--- src/rtl/ddram_arb_pkg.sv ---
`default_nettype none
// +--------------------------------------------------------------------------+
// | ddram_arb_pkg : shared types and constants for the DDR3 two-port arbiter  |
// | Rev 1.0                                                                   |
// +--------------------------------------------------------------------------+
package ddram_arb_pkg;

  // The tag length width must match the arbiter's BCW parameter.
  localparam int TAG_LEN_W = 8;

  localparam logic P_EMU = 1'b0;
  localparam logic P_SYS = 1'b1;

  typedef enum logic [0:0] {
    ARB   = 1'b0,
    WLOCK = 1'b1
  } arb_state_e;

  typedef struct packed {
    logic                 owner;
    logic [TAG_LEN_W-1:0] len;
  } tag_t;

endpackage
`default_nettype wire

--- src/rtl/ddram_arb_if.sv ---
`default_nettype none
// +--------------------------------------------------------------------------+
// | ddram_arb_if : one Avalon-MM burst link (requester <-> arbiter <-> DDR3)  |
// | Rev 1.0                                                                   |
// +--------------------------------------------------------------------------+
interface ddram_arb_if #(
  parameter int AW  = 29,
  parameter int DW  = 64,
  parameter int BCW = 8
);
  logic [AW-1:0]   address;
  logic [BCW-1:0]  burstcount;
  logic            read;
  logic            write;
  logic [DW-1:0]   writedata;
  logic [DW/8-1:0] byteenable;
  logic            waitrequest;
  logic [DW-1:0]   readdata;
  logic            readdatavalid;

  modport master (
    output address, burstcount, read, write, writedata, byteenable,
    input  waitrequest, readdata, readdatavalid
  );

  modport slave (
    input  address, burstcount, read, write, writedata, byteenable,
    output waitrequest, readdata, readdatavalid
  );
endinterface
`default_nettype wire

--- src/rtl/ddram_arb_tagfifo.sv ---
`default_nettype none
// +--------------------------------------------------------------------------+
// | ddram_arb_tagfifo : in-order FIFO of outstanding read-burst tags          |
// | Rev 1.0                                                                   |
// +--------------------------------------------------------------------------+
module ddram_arb_tagfifo
  import ddram_arb_pkg::*;
#(
  parameter int DEPTH = 4
) (
  input  logic clk_sys,
  input  logic reset,
  input  logic push_i,
  input  tag_t din_i,
  input  logic pop_i,
  output tag_t head_o,
  output logic full_o,
  output logic empty_o
);
  localparam int PW = $clog2(DEPTH);

  tag_t          mem_q [DEPTH];
  logic [PW-1:0] wr_ptr_q, rd_ptr_q;
  logic [PW:0]   cnt_q;
  logic          push_ok, pop_ok;

  assign full_o  = (cnt_q == (PW+1)'(DEPTH));
  assign empty_o = (cnt_q == '0);
  assign head_o  = mem_q[rd_ptr_q];
  assign push_ok = push_i & ~full_o;
  assign pop_ok  = pop_i & ~empty_o;

  always_ff @(posedge clk_sys) begin
    if (push_ok) mem_q[wr_ptr_q] <= din_i;
  end

  always_ff @(posedge clk_sys) begin
    if (reset) begin
      wr_ptr_q <= '0;
      rd_ptr_q <= '0;
      cnt_q    <= '0;
    end else begin
      if (push_ok) wr_ptr_q <= wr_ptr_q + PW'(1);
      if (pop_ok)  rd_ptr_q <= rd_ptr_q + PW'(1);
      case ({push_ok, pop_ok})
        2'b10:   cnt_q <= cnt_q + (PW+1)'(1);
        2'b01:   cnt_q <= cnt_q - (PW+1)'(1);
        default: cnt_q <= cnt_q;
      endcase
    end
  end
endmodule
`default_nettype wire

--- src/rtl/ddram_arb.sv ---
`default_nettype none
// +--------------------------------------------------------------------------+
// | ddram_arb : shares the DDR3 ram1 Avalon-MM port between emu (m0) and a    |
// | system master (m1). DDRAM_ARB_RR_EN selects round-robin tie-breaking.     |
// | Rev 1.0                                                                   |
// +--------------------------------------------------------------------------+
module ddram_arb
  import ddram_arb_pkg::*;
#(
  parameter int AW        = 29,
  parameter int DW        = 64,
  parameter int BCW       = 8,
  parameter int TAG_DEPTH = 4
) (
  input  logic        clk_sys,
  input  logic        reset,
  ddram_arb_if.slave  m0,
  ddram_arb_if.slave  m1,
  ddram_arb_if.master ram,
  output logic        err_orphan
);
  arb_state_e     state_q, state_d;
  logic           owner_q, owner_d;
  logic [BCW-1:0] wcnt_q, wcnt_d;
  logic [BCW-1:0] rcnt_q, rcnt_d;
  logic           err_q;

  logic [1:0]     req_rd, req_wr, elig;
  logic           gnt, gnt_vld, tie_win, pass;
  logic [BCW-1:0] bc_mux, gnt_len;
  logic           cmd_rd, cmd_wr, acc_rd, acc_wr;
  logic           fifo_full, fifo_empty, rdv_route, pop;
  tag_t           head, push_tag;

  assign req_rd  = {m1.read,  m0.read};
  assign req_wr  = {m1.write, m0.write};
  assign elig    = req_wr | (req_rd & ~{2{fifo_full}});
  assign bc_mux  = gnt ? m1.burstcount : m0.burstcount;
  assign gnt_len = (bc_mux == '0) ? BCW'(1) : bc_mux;

`ifdef DDRAM_ARB_RR_EN
  logic last_q, last_d;

  assign tie_win = ~last_q;

  // A command is finished on a read accept or on the final beat of a write.
  always_comb begin
    last_d = last_q;
    if (acc_rd) last_d = gnt;
    if (acc_wr && (state_q == ARB) && (gnt_len == BCW'(1))) last_d = gnt;
    if (acc_wr && (state_q == WLOCK) && (wcnt_q == BCW'(1))) last_d = gnt;
  end

  always_ff @(posedge clk_sys) begin
    if (reset) last_q <= P_SYS;
    else       last_q <= last_d;
  end
`else
  assign tie_win = P_EMU;
`endif

  always_comb begin
    state_d = state_q;
    owner_d = owner_q;
    wcnt_d  = wcnt_q;
    gnt_vld = 1'b0;
    gnt     = P_EMU;
    unique case (state_q)
      ARB: begin
        gnt_vld = |elig;
        gnt     = (&elig) ? tie_win : (elig[1] ? P_SYS : P_EMU);
        if (acc_wr && (gnt_len > BCW'(1))) begin
          state_d = WLOCK;
          owner_d = gnt;
          wcnt_d  = gnt_len - BCW'(1);
        end
      end
      WLOCK: begin
        gnt_vld = 1'b1;
        gnt     = owner_q;
        if (acc_wr) begin
          wcnt_d = wcnt_q - BCW'(1);
          if (wcnt_q == BCW'(1)) state_d = ARB;
        end
      end
      default: state_d = ARB;
    endcase
  end

  // Reads are never issued while a write burst holds the port.
  assign cmd_wr = ~reset & gnt_vld & req_wr[gnt];
  assign cmd_rd = ~reset & gnt_vld & (state_q == ARB) & ~req_wr[gnt]
                  & req_rd[gnt] & ~fifo_full;
  assign acc_wr = cmd_wr & ~ram.waitrequest;
  assign acc_rd = cmd_rd & ~ram.waitrequest;
  assign pass   = ~reset & gnt_vld & ((state_q == ARB) | req_wr[gnt]);

  assign ram.address    = gnt ? m1.address    : m0.address;
  assign ram.burstcount = bc_mux;
  assign ram.writedata  = gnt ? m1.writedata  : m0.writedata;
  assign ram.byteenable = gnt ? m1.byteenable : m0.byteenable;
  assign ram.read       = cmd_rd;
  assign ram.write      = cmd_wr;

  assign m0.waitrequest = ~(pass & (gnt == P_EMU)) | ram.waitrequest;
  assign m1.waitrequest = ~(pass & (gnt == P_SYS)) | ram.waitrequest;

  assign push_tag.owner = gnt;
  assign push_tag.len   = gnt_len;

  ddram_arb_tagfifo #(.DEPTH(TAG_DEPTH)) u_tagfifo (
    .clk_sys (clk_sys),
    .reset   (reset),
    .push_i  (acc_rd),
    .din_i   (push_tag),
    .pop_i   (pop),
    .head_o  (head),
    .full_o  (fifo_full),
    .empty_o (fifo_empty)
  );

  assign rdv_route = ~reset & ram.readdatavalid & ~fifo_empty;
  assign pop       = rdv_route & ((rcnt_q + BCW'(1)) == head.len);

  always_comb begin
    rcnt_d = rcnt_q;
    if (rdv_route) rcnt_d = pop ? '0 : rcnt_q + BCW'(1);
  end

  assign m0.readdata      = ram.readdata;
  assign m1.readdata      = ram.readdata;
  assign m0.readdatavalid = rdv_route & (head.owner == P_EMU);
  assign m1.readdatavalid = rdv_route & (head.owner == P_SYS);
  assign err_orphan       = err_q;

  always_ff @(posedge clk_sys) begin
    if (reset) begin
      state_q <= ARB;
      owner_q <= P_EMU;
      wcnt_q  <= '0;
      rcnt_q  <= '0;
      err_q   <= 1'b0;
    end else begin
      state_q <= state_d;
      owner_q <= owner_d;
      wcnt_q  <= wcnt_d;
      rcnt_q  <= rcnt_d;
      err_q   <= err_q | (ram.readdatavalid & fifo_empty);
    end
  end
endmodule
`default_nettype wire

--- src/flat_wrapper.sv ---
// flat-port wrapper written by rule: the top's interface ports become plain ports
module ddram_arb_flat import ddram_arb_pkg::*;
#(
  parameter int AW        = 29,
  parameter int DW        = 64,
  parameter int BCW       = 8,
  parameter int TAG_DEPTH = 4
)
  (clk_sys, reset, err_orphan, m0_address, m0_burstcount, m0_read, m0_write, m0_writedata, m0_byteenable, m0_waitrequest, m0_readdata, m0_readdatavalid, m1_address, m1_burstcount, m1_read, m1_write, m1_writedata, m1_byteenable, m1_waitrequest, m1_readdata, m1_readdatavalid, ram_address, ram_burstcount, ram_read, ram_write, ram_writedata, ram_byteenable, ram_waitrequest, ram_readdata, ram_readdatavalid);
  ddram_arb_if #(.AW(AW), .DW(DW), .BCW(BCW)) m0_i ();
  ddram_arb_if #(.AW(AW), .DW(DW), .BCW(BCW)) m1_i ();
  ddram_arb_if #(.AW(AW), .DW(DW), .BCW(BCW)) ram_i ();
  input  logic clk_sys;
  input  logic reset;
  output logic err_orphan;
  input wire logic [$bits(m0_i.address)-1:0] m0_address;
  input wire logic [$bits(m0_i.burstcount)-1:0] m0_burstcount;
  input wire logic [$bits(m0_i.read)-1:0] m0_read;
  input wire logic [$bits(m0_i.write)-1:0] m0_write;
  input wire logic [$bits(m0_i.writedata)-1:0] m0_writedata;
  input wire logic [$bits(m0_i.byteenable)-1:0] m0_byteenable;
  output wire logic [$bits(m0_i.waitrequest)-1:0] m0_waitrequest;
  output wire logic [$bits(m0_i.readdata)-1:0] m0_readdata;
  output wire logic [$bits(m0_i.readdatavalid)-1:0] m0_readdatavalid;
  input wire logic [$bits(m1_i.address)-1:0] m1_address;
  input wire logic [$bits(m1_i.burstcount)-1:0] m1_burstcount;
  input wire logic [$bits(m1_i.read)-1:0] m1_read;
  input wire logic [$bits(m1_i.write)-1:0] m1_write;
  input wire logic [$bits(m1_i.writedata)-1:0] m1_writedata;
  input wire logic [$bits(m1_i.byteenable)-1:0] m1_byteenable;
  output wire logic [$bits(m1_i.waitrequest)-1:0] m1_waitrequest;
  output wire logic [$bits(m1_i.readdata)-1:0] m1_readdata;
  output wire logic [$bits(m1_i.readdatavalid)-1:0] m1_readdatavalid;
  output wire logic [$bits(ram_i.address)-1:0] ram_address;
  output wire logic [$bits(ram_i.burstcount)-1:0] ram_burstcount;
  output wire logic [$bits(ram_i.read)-1:0] ram_read;
  output wire logic [$bits(ram_i.write)-1:0] ram_write;
  output wire logic [$bits(ram_i.writedata)-1:0] ram_writedata;
  output wire logic [$bits(ram_i.byteenable)-1:0] ram_byteenable;
  input wire logic [$bits(ram_i.waitrequest)-1:0] ram_waitrequest;
  input wire logic [$bits(ram_i.readdata)-1:0] ram_readdata;
  input wire logic [$bits(ram_i.readdatavalid)-1:0] ram_readdatavalid;
  assign m0_i.address = m0_address;
  assign m0_i.burstcount = m0_burstcount;
  assign m0_i.read = m0_read;
  assign m0_i.write = m0_write;
  assign m0_i.writedata = m0_writedata;
  assign m0_i.byteenable = m0_byteenable;
  assign m0_waitrequest = m0_i.waitrequest;
  assign m0_readdata = m0_i.readdata;
  assign m0_readdatavalid = m0_i.readdatavalid;
  assign m1_i.address = m1_address;
  assign m1_i.burstcount = m1_burstcount;
  assign m1_i.read = m1_read;
  assign m1_i.write = m1_write;
  assign m1_i.writedata = m1_writedata;
  assign m1_i.byteenable = m1_byteenable;
  assign m1_waitrequest = m1_i.waitrequest;
  assign m1_readdata = m1_i.readdata;
  assign m1_readdatavalid = m1_i.readdatavalid;
  assign ram_address = ram_i.address;
  assign ram_burstcount = ram_i.burstcount;
  assign ram_read = ram_i.read;
  assign ram_write = ram_i.write;
  assign ram_writedata = ram_i.writedata;
  assign ram_byteenable = ram_i.byteenable;
  assign ram_i.waitrequest = ram_waitrequest;
  assign ram_i.readdata = ram_readdata;
  assign ram_i.readdatavalid = ram_readdatavalid;
  ddram_arb #(.AW(AW), .DW(DW), .BCW(BCW), .TAG_DEPTH(TAG_DEPTH)) u_core (.clk_sys(clk_sys), .reset(reset), .m0(m0_i), .m1(m1_i), .ram(ram_i), .err_orphan(err_orphan));
endmodule
--- config.mk ---
export PLATFORM = sky130hd
export DESIGN_NAME = ddram_arb_flat
export DESIGN_NICKNAME = d
export VERILOG_FILES = /design/src/rtl/ddram_arb_pkg.sv /design/src/rtl/ddram_arb_if.sv /design/src/rtl/ddram_arb_tagfifo.sv /design/src/rtl/ddram_arb.sv /design/src/flat_wrapper.sv
export SDC_FILE = /design/constraint.sdc
export NUM_CORES = 1
export LEC_CHECK = 0
export CAP_MARGIN = 20
export CORE_AREA = 2 2 205 207
export CTS_BUF_LIST = sky130_fd_sc_hd__clkbuf_16
export CTS_CLUSTER_DIAMETER = 120
export DETAILED_ROUTE_END_ITERATION = 7
export DIE_AREA = 0 0 207 209
export HOLD_SLACK_MARGIN = 0.15
export PLACE_DENSITY_LB_ADDON = 0.25
export SLEW_MARGIN = 0
export SYNTH_ARGS = -nofsm -noshare
export SYNTH_HDL_FRONTEND = slang
export SYNTH_SLANG_ARGS = --single-unit
--- constraint.sdc ---
create_clock -name clk_sys -period 3.6 [get_ports clk_sys]
set_input_delay 0.72 -clock clk_sys [delete_from_list [all_inputs] [get_ports clk_sys]]
set_output_delay 0.72 -clock clk_sys [all_outputs]
set_load 0.03 [all_outputs]
**After elaboration in Yosys (flattened, before gate mapping)**

Memories as Yosys holds them, arrays and structs flattened. A register that Yosys moved wholly into a read port is not among the register bits.
Index checks and enable logic that the tools add are counted.

- Bits in registers: 26
- Bits in writable memories: 36
- Input bits: 290
- Output and inout port bits: 244
- Word-level logic and storage cells: 95
- Memories kept: 1

- Add/sub/neg operators: 7
- Order comparisons: 2
- Eq/ne operators: 7
- Mux-type cells: 26
- Bitwise operators: 36
- Reductions and logical operators: 8

Memory list:

| name | depth | bits a word | read ports | clocked after memory_dff | wr ports | line | source |
|---|---|---|---|---|---|---|---|
| u_core.u_tagfifo.mem_q | 4 | 9 | 1 | 1 | 1 | ddram_arb_tagfifo.sv:22 | `tag_t mem_q [DEPTH];` |

Operators by type and width:

| operator | number |
|---|---|
| 2-to-1 mux 64 bit | 1 |
| 2-to-1 mux 8 bit | 6 |
| 2-to-1 mux 29 bit | 1 |
| bitwise AND 1 bit | 19 |
| one-hot mux 8 bit (2 select lines) | 1 |
| subtractor 8 x 1 -> 8 bit (second input constant) | 2 |
| 2-to-1 mux 1 bit | 11 |
| NOT 1 bit | 10 |
| adder 8 x 1 -> 8 bit (second input constant) | 1 |
| == test 8 x 1 -> 1 bit (second input constant) | 1 |
| == test 8 bit | 1 |
| greater-than comparator 8 x 1 -> 1 bit (second input constant) | 1 |
| logical NOT 8 bit | 1 |
| one-hot mux 1 bit (2 select lines) | 3 |
| one-hot mux 3 bit (2 select lines) | 1 |
| AND reduction 2 bit | 3 |
| adder 2 x 1 -> 2 bit (second input constant) | 2 |
| 2-to-1 mux 2 bit | 2 |
| OR 1 bit | 4 |
| adder 3 x 1 -> 3 bit (second input constant) | 1 |
| == test 3 bit (second input constant) | 1 |
| logical NOT 3 bit | 1 |
| subtractor 3 x 1 -> 3 bit (second input constant) | 1 |
| bitwise AND 2 bit | 1 |
| 10 further kinds | 10 |

**Depth between registers and ports, before layout**

Gate-level depths: netlist (run 1).

- Depth after elaboration: 17
- Mapped depth: 15
- Mapped depth without buffers: 13

**Hierarchy**

Synthesis (run 1) repeated with hierarchy kept, for this count alone.

- Cells, all modules: 792
- Area total of the unflattened synthesis: 5959.5 um^2

By module, submodules not included:

| module | times used | cells each | area an instance (um^2) | sequential area each (um^2) |
|---|---|---|---|---|
| ddram_arb | 1 | 691 | 4181.5 | 380.4 |
| ddram_arb_tagfifo | 1 | 101 | 1778.0 | 1261.2 |

**Worst setup path after synthesis (run 1)**

Ideal clock, no wire load.

- Path kind: register to register
- From: register u_core.u_tagfifo.cnt_q[0]
- To: register u_core.wcnt_q[2]
- Setup time: 117 ps
- Arrival time: 3315 ps
- Data required time: 3483 ps
- Path slack: 167 ps
- Stages on the path, launching flop included: 14
- Path buffers: 4
- Period minus slack after synthesis: 3433 ps
- Cells stage by stage: dfxtp_1 -> or3b_1 -> a21o_1 -> o31ai_2 -> buf_2 -> buf_2 -> buf_2 -> nor2_1 -> a21oi_1 -> ha_1 -> nor2_1 -> o41a_1 -> buf_2 -> a32o_1

- Longest elaborated chain between the ends: 14
- Elaborated cells between the ends (all ways): 26
- Those cells by class: 1 x add/sub; 1 x order compare; 3 x eq/ne; 10 x mux; 6 x bitwise; 5 x reduce/logical

Ends and longest elaborated chain:

| item | line | source |
|---|---|---|
| start, declared | ddram_arb_tagfifo.sv:24 | `logic [PW:0] cnt_q;` |
| start signal, assigned | ddram_arb_tagfifo.sv:46 | `2'b10: cnt_q <= cnt_q + (PW+1)'(1);` |
| start signal, assigned | ddram_arb_tagfifo.sv:47 | `2'b01: cnt_q <= cnt_q - (PW+1)'(1);` |
| start signal, assigned | ddram_arb_tagfifo.sv:48 | `default: cnt_q <= cnt_q;` |
| == test 3 bit (*) | ddram_arb_tagfifo.sv:27 | `assign full_o = (cnt_q == (PW+1)'(DEPTH));` |
| NOT 2 bit (*) | ddram_arb.sv:37 | `assign elig = req_wr \| (req_rd & ~{2{fifo_full}});` |
| bitwise AND 2 bit (*) | ddram_arb.sv:37 |  |
| OR 2 bit (*) | ddram_arb.sv:37 |  |
| 2-to-1 mux 1 bit / AND reduction 2 bit (equally long branches) | ddram_arb.sv:71 | `gnt = (&elig) ? tie_win : (elig[1] ? P_SYS : P_EMU);` |
| 2-to-1 mux 1 bit (*) | ddram_arb.sv:71 |  |
| one-hot mux 1 bit (2 select lines) (*) | ddram_arb.sv:68 | `unique case (state_q)` |
| via u_core.gnt | ddram_arb.sv:29 | `logic gnt, gnt_vld, tie_win, pass;` |
| 2-to-1 mux 8 bit / 2-to-1 mux 1 bit (equally long branches) | ddram_arb.sv:38, ddram_arb.sv:91 |  |
| logical NOT 8 bit / 2-to-1 mux 1 bit (equally long branches) | ddram_arb.sv:39, ddram_arb.sv:91 |  |
| 2-to-1 mux 8 bit / bitwise AND 1 bit (equally long branches) | ddram_arb.sv:39, ddram_arb.sv:91 |  |
| greater-than comparator 8 x 1 -> 1 bit / bitwise AND 1 bit (equally long branches) | ddram_arb.sv:72, ddram_arb.sv:94 |  |
| logical AND 1 bit | ddram_arb.sv:72 | `if (acc_wr && (gnt_len > BCW'(1))) begin` |
| != test 2 x 1 -> 1 bit (no line) | - |  |
| AND reduction 2 bit (no line) | - |  |
| end signal, assigned | ddram_arb.sv:146 | `wcnt_q <= wcnt_d;` |
| end, declared | ddram_arb.sv:24 | `logic [BCW-1:0] wcnt_q, wcnt_d;` |

The timed path passes the listed nets; every way through them passes the cells marked *. The select of a mux whose other input is x is not followed.
A chain may end at the register's enable or synchronous reset.

**Worst setup path in the final report (run 1)**

- From: input port m0_write
- To: output port ram_writedata[39]

- Longest elaborated chain between the ends: 5

Ends and longest elaborated chain:

| item | line | source |
|---|---|---|
| start, declared | flat_wrapper.sv:19 | `input wire logic [$bits(m0_i.write)-1:0] m0_write;` |
| OR 2 bit | ddram_arb.sv:37 |  |
| AND reduction 2 bit | ddram_arb.sv:71 |  |
| 2-to-1 mux 1 bit | ddram_arb.sv:71 |  |
| one-hot mux 1 bit (2 select lines) | ddram_arb.sv:68 |  |
| 2-to-1 mux 64 bit | ddram_arb.sv:100 | `assign ram.writedata = gnt ? m1.writedata : m0.writedata;` |
| end, declared | flat_wrapper.sv:38 | `output wire logic [$bits(ram_i.writedata)-1:0] ram_writedata;` |

Every way passes these cells.

==> summary.md, run 1 <==
| Metric | Value |
|---|---|
| Status | finished, final reports clean |
| Slowest stage delay, CP | 0.43 ns |
| Vias in the first global route | about 5,700 |
| Clock sink count | 64 |
| Yosys cell types | between 50 and 60 |
| Xor/xnor share of the synthesized area | 3.797% |
| Worst R2R End | u_core.u_tagfifo.cnt_q[2] |
| Fin crit share | between 90% and 100% |
| Sequential fraction of the synthesis area | approximately 28% |
| Number of synthesized register bits | 64 |
| Post-synth EDFFs | 36 |
| Antenna violations before repair | 5 |
| Syn nets | 892 |
| Share of layout cells above drive strength 1 | 32.98% |
| Die area | 0.04326 mm² |
| CTS hold repair buffers | 0 |
| Cell Pwr Density | 288.1 mW/mm² |
| FF+latch area | 0.001643 mm² |
| Clk_skew | 0.003906 ns |
| Chip width | 207 µm |
| Most frequent cells in the layout | clkdlybuf4s50_1, buf_4, mux2_2, dlygate4sd2_1, edfxtp_1 |
| Starting Density | 14.05% |
| Post-synthesis mux area share | 27.16% |
| CP max stage cell | clkdlybuf4s50_1 |
| I/O Pins | 534 |
| WL final | 27.40 mm |
| Critical path arrival | 2.78 ns |
| Overflow after GRT | 0 |
| Slew Viols, Final | 0 |
| First-pass iteration count of the detailed router | 4 |
| Rel. slew slack | 59.63% |
| Number of H-tree levels | 3 |
| CP required | 2.88 ns |
| Max-cap violations | 0 |
| Worst reg2reg path depth | 13 |
| Worst hold stages | 2 |
| Synthesized cell area | 0.005799 mm² |
| Multi-input gate area | 0.002990 mm² |
| TritonCTS clock tree | yes |
| Leak Pwr | 3.560 nW |
| Fmax | 0.2854 GHz |
| WL/cell | about 20 µm |
| CTS Buffer Depth | 2 |
| CP cell instances | clkdlybuf4s50_1 -> a21o_1 -> o31ai_4 -> buf_6 -> buf_12 -> buf_16 -> buf_12 -> mux2_2 -> buf_4 |
| Layout Cells excl Fill | 1,394 |
| First-pass GRT wire length | 38.70 mm |
| Placed insts | about 1,400 |
| # fillers | 4,500 |
| Syn avg cell area | around 9.8 µm² |
| Area delta synth->final | 63.71% |
| CP Max Fanout | 14 |
| CTS root buf | clkbuf_16 |
| Gpl congestion | ~0.8 |
| Final setup viols | 0 |
| CP most frequent cell | buf_12 |
| Crit end category | output port |
| Yosys warns | 0 |
| Clk_lat worst skew | 0.33 ns |
| Post-route cell area | 0.009494 mm² |
| Die Ht | roughly 210 µm |
| Worst Hold End | u_core.wcnt_q[7] |
| Max VDD drop | roughly 0.22 mV |
| Port Buf Inserts | roughly 340 |
| Largest family of logic cells by synthesized area | multiplexers |
| DR iter-0 viols | 229 |
| Post-route setup TNS | 0 ns |
| Post-synthesis simple-gate area fraction | 9.860% |
| Diodes inserted | 0 |
| FP Rows | 75 |
| Final #Nets | 1,151 |
| Cts bufs inserted | 9 |
| Total core area | 0.04129 mm² |
| Largest net degree at the start of global routing | 35 |
| Worst Setup Start Kind | input port |
| Worst min path class | flip-flop to flip-flop |
| Top FF cell, synth | edfxtp_1 |
| Setup slack, reg-to-reg | between 0.2 and 0.3 ns |
| Worst Max-Slew Pin Slew | 0.6000 ns |
| Post-synthesis compound-gate area fraction | 7.940% |
| RSZ-0062 raised after global routing | no |
| Ys async rst share | 0% |
| Dpl hpwl | 23.57 mm |
| Hold Vio Cnt, Final | 0 |
| Via count | 5,275 |
| Post-Synth Adder-Cell Area | 2.503% |
| Gr usage total | about an eighth |
| Syn Inst Count | 591 |
| Placed cell area | 0.009125 mm² |
| Post-route ant nets | 0 |
| Commonest non-fill, non-tap cell in the layout | clkdlybuf4s50_1 |
| Remaining DRCs | 0 |
| Setup Crit Path Kind | input port to output port |
| Min Clock Period, post-route | 3.504 ns |
| Worst hold path startpoint | u_core.wcnt_q[7] |
| Avg Vias per Cell | approximately 3.8 |
| Clk slew on worst S/H paths | 0.05 ns |
[Yosys cell counts (3+ instances only)]
| master | instances | share of area, % |
|---|---|---|
| buf_2 | 17 | 1.5 |
| mux2_2 | 114 | 22 |
| buf_1 | 3 | 0.19 |
| nor2_1 | 25 | 1.6 |
| xor2_1 | 9 | 1.4 |
| nor3_1 | 10 | 0.86 |
| mux2i_1 | 7 | 1.2 |
| and2_1 | 4 | 0.43 |
| o21ai_0 | 8 | 0.69 |
| nand3_1 | 16 | 1.4 |
| edfxtp_1 | 36 | 19 |
| a31oi_1 | 7 | 0.76 |
| o22ai_1 | 3 | 0.32 |
| dfxtp_1 | 28 | 9.7 |
| nor2b_1 | 3 | 0.32 |
| nor4_1 | 5 | 0.54 |
| mux4_1 | 5 | 2.3 |
| inv_1 | 23 | 1.5 |
| ha_1 | 10 | 2.2 |
| a211oi_1 | 4 | 0.52 |
| nand2_1 | 34 | 2.2 |
| a21oi_1 | 25 | 2.2 |
| xnor2_1 | 11 | 1.7 |
| mux4_2 | 4 | 1.6 |
| buf_4 | 128 | 17 |
| clkbuf_1 | 8 | 0.52 |
| or3_1 | 5 | 0.54 |
[routing by layer]
layer | wire, µm | global-route usage (%)
met1 | 9208 | 11.82
met4 | 551 | 2.709
met2 | 15220 | 23.97
met5 | 39 | 0.3337
met3 | 2389 | 4.734
[through the flow]
stage	utilization, %	hold slack [ns]	worst slack [ns]	total power, mW
floorplan	-	0.4525	0.1672	1.561
global placement	22.10	0.4694	-0.09069	1.891
detailed placement	22.10	0.4604	-0.1457	1.891
CTS	22.89	0.4764	-0.007276	2.782
global route	22.99	0.5319	0.006678	2.850
finish	22.99	0.4759	0.09585	2.735
[worst max path at each step]
stage                               from                end  slack [ns]  cells past startpoint
6_report                        m0_write  ram_writedata[39]         0.1                      9
5_1_grt        u_core.u_tagfifo.cnt_q[0]  ram_writedata[39]       0.007                      9
3_5_place_dp                     m1_read   u_core.wcnt_q[5]       -0.15                     11
4_1_cts        u_core.u_tagfifo.cnt_q[2]  ram_writedata[29]      -0.007                      8
3_3_place_gp                     m1_read   u_core.wcnt_q[5]       -0.09                     11
2_1_floorplan  u_core.u_tagfifo.cnt_q[0]   u_core.wcnt_q[2]        0.17                     13
[logic make-up (layout without fill, tap and decap cells)]
kind of cell / after synthesis / in the layout
buffers and inverters: 180 / 444
muxes: 130 / 130
and+or+nand+nor: 117 / 117
AOI/OAI and AO/OA: 67 / 67
DFF: 64 / 64
xor gates and xnor gates: 22 / 22
adders and majority gates: 11 / 11
[state kept, by name (all words and copies together), names as in the netlist, 2 cells and up, named ones only]
register                   flops
u_core.wcnt_q                  8
u_core.u_tagfifo.mem_q        36
u_core.rcnt_q                  8
u_core.u_tagfifo.wr_ptr_q      2
u_core.u_tagfifo.cnt_q         3
u_core.u_tagfifo.rd_ptr_q      2
[critical path: cells and delay by family]
| family | cells | cell delay (ns) |
|---|---|---|
| buffers and inverters | 6 | 1.22 |
| AO/OA/AOI/OAI | 2 | 0.47 |
| multiplexers | 1 | 0.36 |
[repair_timing]
item | in CTS | in global routing
endpoints found under the setup margin | 81 | 64
cloned | 2 | 0
pin swaps | 1 | 1
buffers inserted | 2 | 4
resized for setup | 43 | 7
[power breakdown]
group / total [mW] / internal (mW) / switching, mW / leakage (nW)
clock network: 0.880 / 0.567 / 0.313 / 0.157
registers: 0.805 / 0.790 / 0.0146 / 0.553
logic: 1.05 / 0.532 / 0.520 / 2.85
[cell type report]
class                      count  area share (%)
timing repair buffer         405           40.04
multi-input combinational    347           31.50
sequential                    64           17.30
tap                          539           7.103
clock buffer                  10           2.636
inverter                      23          0.9093
clock inverter                 6          0.5140
Note: power is estimated with default switching activity, not from simulation.
==> run 2, diff against run 1 <==
--- a/config.mk
+++ b/config.mk
@@ -13,7 +13,6 @@
 export DIE_AREA = 0 0 207 209
 export HOLD_SLACK_MARGIN = 0.15
 export PLACE_DENSITY_LB_ADDON = 0.25
-export SLEW_MARGIN = 0
 export SYNTH_ARGS = -nofsm -noshare
 export SYNTH_HDL_FRONTEND = slang
 export SYNTH_SLANG_ARGS = --single-unit
==> results of run 2 <==
Same layout as run 1: the final DEF is identical, and so are final timing and power.
==> run 3, diff against run 2 <==
--- a/config.mk
+++ b/config.mk
@@ -7,11 +7,11 @@
 export LEC_CHECK = 0
 export CAP_MARGIN = 20
 export CORE_AREA = 2 2 205 207
-export CTS_BUF_LIST = sky130_fd_sc_hd__clkbuf_16
 export CTS_CLUSTER_DIAMETER = 120
 export DETAILED_ROUTE_END_ITERATION = 7
 export DIE_AREA = 0 0 207 209
 export HOLD_SLACK_MARGIN = 0.15
+export MAX_ROUTING_LAYER = met4
 export PLACE_DENSITY_LB_ADDON = 0.25
 export SYNTH_ARGS = -nofsm -noshare
 export SYNTH_HDL_FRONTEND = slang
==> constraint.sdc (replaced) <==
create_clock -name clk_sys -period 3.6 [get_ports clk_sys]
set_input_delay 0.54 -clock clk_sys [delete_from_list [all_inputs] [get_ports clk_sys]]
set_output_delay 0.54 -clock clk_sys [all_outputs]
set_load 0.03 [all_outputs]
==> summary.md, run 3 (same netlist as run 1, synthesis figures left out) <==
| Metric | Value |
|---|---|
| Status | finished, final reports clean (unchanged) |
| Chip width | 207 µm (unchanged) |
| Commonest non-fill, non-tap cell in the layout | clkdlybuf4s50_1 (unchanged) |
| Largest net degree at the start of global routing | 40 (was 35) |
| Gr usage total | 12.39% (was 12.18%) |
| TritonCTS clock tree | yes (unchanged) |
| Port Buf Inserts | 341 (unchanged) |
| Number of H-tree levels | 3 (unchanged) |
| Dpl hpwl | 24.10 mm (was 23.57 mm) |
| Min Clock Period, post-route | 3.486 ns (was 3.504 ns) |
| WL final | 27.57 mm (was 27.40 mm) |
| Max VDD drop | 0.2010 mV (was 0.2194 mV) |
| Slowest stage delay, CP | 0.60 ns (was 0.43 ns) |
| Register name with the most flops | u_core.u_tagfifo.mem_q (unchanged) |
| CP max stage cell | clkdlybuf4s50_1 (unchanged) |
| Antenna violations before repair | 9 (was 5) |
| DR iter-0 viols | 174 (was 229) |
| Clk slew on worst S/H paths | 0.05 ns (about the same) |
| Worst Hold End | u_core.err_orphan (was u_core.wcnt_q[7]) |
| First-pass GRT wire length | 37.93 mm (was 38.70 mm) |
| Fmax | 0.2869 GHz (was 0.2854 GHz) |
| CP required | 3.06 ns (was 2.88 ns) |
| Max-cap violations | 0 (unchanged) |
| Power share of the combinational group | 39.0% (was 38.4%) |
| Setup slack, reg-to-reg | 0.26 ns (was 0.25 ns) |
| Worst hold path startpoint | u_core.err_orphan (was u_core.wcnt_q[7]) |
| Clk_lat worst skew | 0.32 ns (was 0.33 ns) |
| Top flop regs | u_core.u_tagfifo.mem_q x36, u_core.rcnt_q x8, u_core.wcnt_q x8 (unchanged) |
| Cell internal pwr | 1.815 mW (was 1.888 mW) |
| Post-route setup TNS | 0 ns (unchanged) |
| Crit end category | output port (unchanged) |
| CP Max Fanout | 10 (was 14) |
| Hold slack final | 0.4847 ns (was 0.4759 ns) |
| Power share of the clock group | 30.5% (was 32.2%) |
| Share of layout cells above drive strength 1 | 30.42% (was 32.98%) |
| CTS Buffer Depth | 2 (unchanged) |
| Placed insts | 1,358 (was 1,370) |
| Final Core Density | 22.54% (was 22.99%) |
| Worst Max-Slew Pin Slew | 0.7043 ns (was 0.6000 ns) |
| I/O Pins | 534 (unchanged) |
| Clk_skew | 0.006662 ns (was 0.003906 ns) |
| Final setup viols | 0 (unchanged) |
| Setup WS post-layout | 0.1141 ns (was 0.09585 ns) |
| # fillers | 4,508 (was 4,500) |
| Rel. slew slack | 52.62% (was 59.63%) |
| Clock sink count | 64 (unchanged) |
| WL/cell | 20.01 µm (was 19.66 µm) |
| Total power | 2.643 mW (was 2.735 mW) |
| CP cell instances | or3b_1 -> a21o_1 -> o31ai_4 -> buf_12 -> mux2_2 -> clkdlybuf4s50_1 (was clkdlybuf4s50_1 -> a21o_1 -> o31ai_4 -> buf_6 -> buf_12 -> buf_16 -> buf_12 -> mux2_2 -> buf_4) |
| Slew Viols, Final | 0 (unchanged) |
| RSZ-0062 raised after global routing | yes (was no) |
| Vias in the first global route | 5,499 (was 5,706) |
| Psw | 0.8285 mW (was 0.8469 mW) |
| Leak Pwr | 3.478 nW (was 3.560 nW) |
| Met3 Use GR | 4.133% (was 4.734%) |
| Most frequent cells in the layout | clkdlybuf4s50_1, mux2_2, buf_4, edfxtp_1, nand2_1 (was clkdlybuf4s50_1, buf_4, mux2_2, dlygate4sd2_1, edfxtp_1) |
| Total core area | 0.04129 mm² (unchanged) |
| Post-route cell area | 0.009306 mm² (was 0.009494 mm²) |
| Routing usage on met1 | 11.67% (was 11.82%) |
| Final #Nets | 1,131 (was 1,151) |
| Met2 Use GR | 24.24% (was 23.97%) |
| Worst Setup Start Kind | flip-flop (was input port) |
| Critical path arrival | 2.95 ns (was 2.78 ns) |
| CTS root buf | clkbuf_16 (unchanged) |
| Setup Crit Path Kind | flip-flop to output port (was input port to output port) |
| Layout Cells excl Fill | 1,378 (was 1,394) |
| Cell Pwr Density | 284.0 mW/mm² (was 288.1 mW/mm²) |
| Avg Vias per Cell | 3.772 (was 3.784) |
| Overflow after GRT | 0 (unchanged) |
| Die area | 0.04326 mm² (unchanged) |
| Worst hold stages | 2 (unchanged) |
| Remaining DRCs | 0 (unchanged) |
| FP Rows | 75 (unchanged) |
| Gpl congestion | 0.8282 (was 0.8216) |
| Die Ht | 209 µm (unchanged) |
| Worst min path class | flip-flop to flip-flop (unchanged) |
| First-pass iteration count of the detailed router | 5 (was 4) |
| GRT Max-Usage Layer | met2 (unchanged) |
| Post-route ant nets | 0 (unchanged) |
| Fin crit share | 96.83% (was 97.34%) |
| CTS hold repair buffers | 0 (unchanged) |
| Max reg flops | 36 (unchanged) |
| Pre-CTS setup slack | 0.1153 ns (was -0.1457 ns) |
| Net Sw Frac | 31.34% (was 30.96%) |
| Worst R2R End | u_core.u_tagfifo.cnt_q[2] (unchanged) |
| Via count | 5,198 (was 5,275) |
| Hold Vio Cnt, Final | 0 (unchanged) |
| Cts bufs inserted | 9 (unchanged) |
| Worst reg2reg path depth | 12 (was 13) |
| Sequential Power Share | 30.5% (was 29.4%) |
| Area delta synth->final | 60.47% (was 63.71%) |
| Starting Density | 14.05% (unchanged) |
| Placed cell area | 0.008997 mm² (was 0.009125 mm²) |
run 3: cell count changes in the layout (fill, tap and decap cells not counted), sizes merged:
cell | previous run | this run
diode | 0 | 4
clkinvlp | 0 | 1
dlymetal6s2s | 1 | 11
dlygate4sd2 | 38 | 23
clkbuf | 10 | 13
bufinv | 1 | 0
inv | 27 | 23
clkdlybuf4s50 | 225 | 235
buf | 141 | 116
clkinv | 1 | 2
run 3: cell type report:
cell class / instances / area (µm²) / share of cell area, %
repair buffers: 385 / 3623 / 38.94
multi-input cells: 347 / 2992 / 32.15
flip-flops and latches: 64 / 1642 / 17.64
well taps: 539 / 674.4 / 7.247
clock buffers: 13 / 261.5 / 2.810
inverters: 23 / 86.33 / 0.9277
clock inverters: 3 / 17.52 / 0.1882
diodes: 4 / 10.01 / 0.1076
run 3: power by group through the flow:
stage	combinational (mW)	clock, mW	sequential [mW]
3_3_place_gp	1.06	0	0.820
6_report	1.03	0.806	0.806
5_1_grt	1.08	0.861	0.807
3_5_place_dp	1.06	0	0.820
4_1_cts	1.05	0.830	0.805
2_1_floorplan	0.746	0	0.815
run 3: how the worst max path moves through the flow:
stage	startpoint	endpoint
final	u_core.u_tagfifo.cnt_q[2]	ram_writedata[11]
after global routing	u_core.u_tagfifo.cnt_q[2]	u_core.wcnt_q[3]
after CTS	u_core.u_tagfifo.cnt_q[2]	ram_address[14]
after detailed placement	m1_read	ram_writedata[28]
after global placement	m1_read	ram_address[14]
after floorplan	u_core.u_tagfifo.cnt_q[0]	u_core.wcnt_q[2]
run 3: worst max-delay path, delay by kind of cell (launching register included):
family,cells,cell delay [ns]
flops,1,0.37
compound gates,2,0.60
buf+inv,2,0.80
mux,1,0.36
simple gates,1,0.49
run 3: layer usage:
metal,vias up,part of all wire [%]
li1,2465,-
met1,2415,34
met2,282,56
met3,36,7.9
met4,0,1.7
met5,-,0
run 3: what timing repair did:
item	in CTS	in global routing
gates resized for setup	24	15
setup endpoints to repair	61	39
setup buffers	0	0
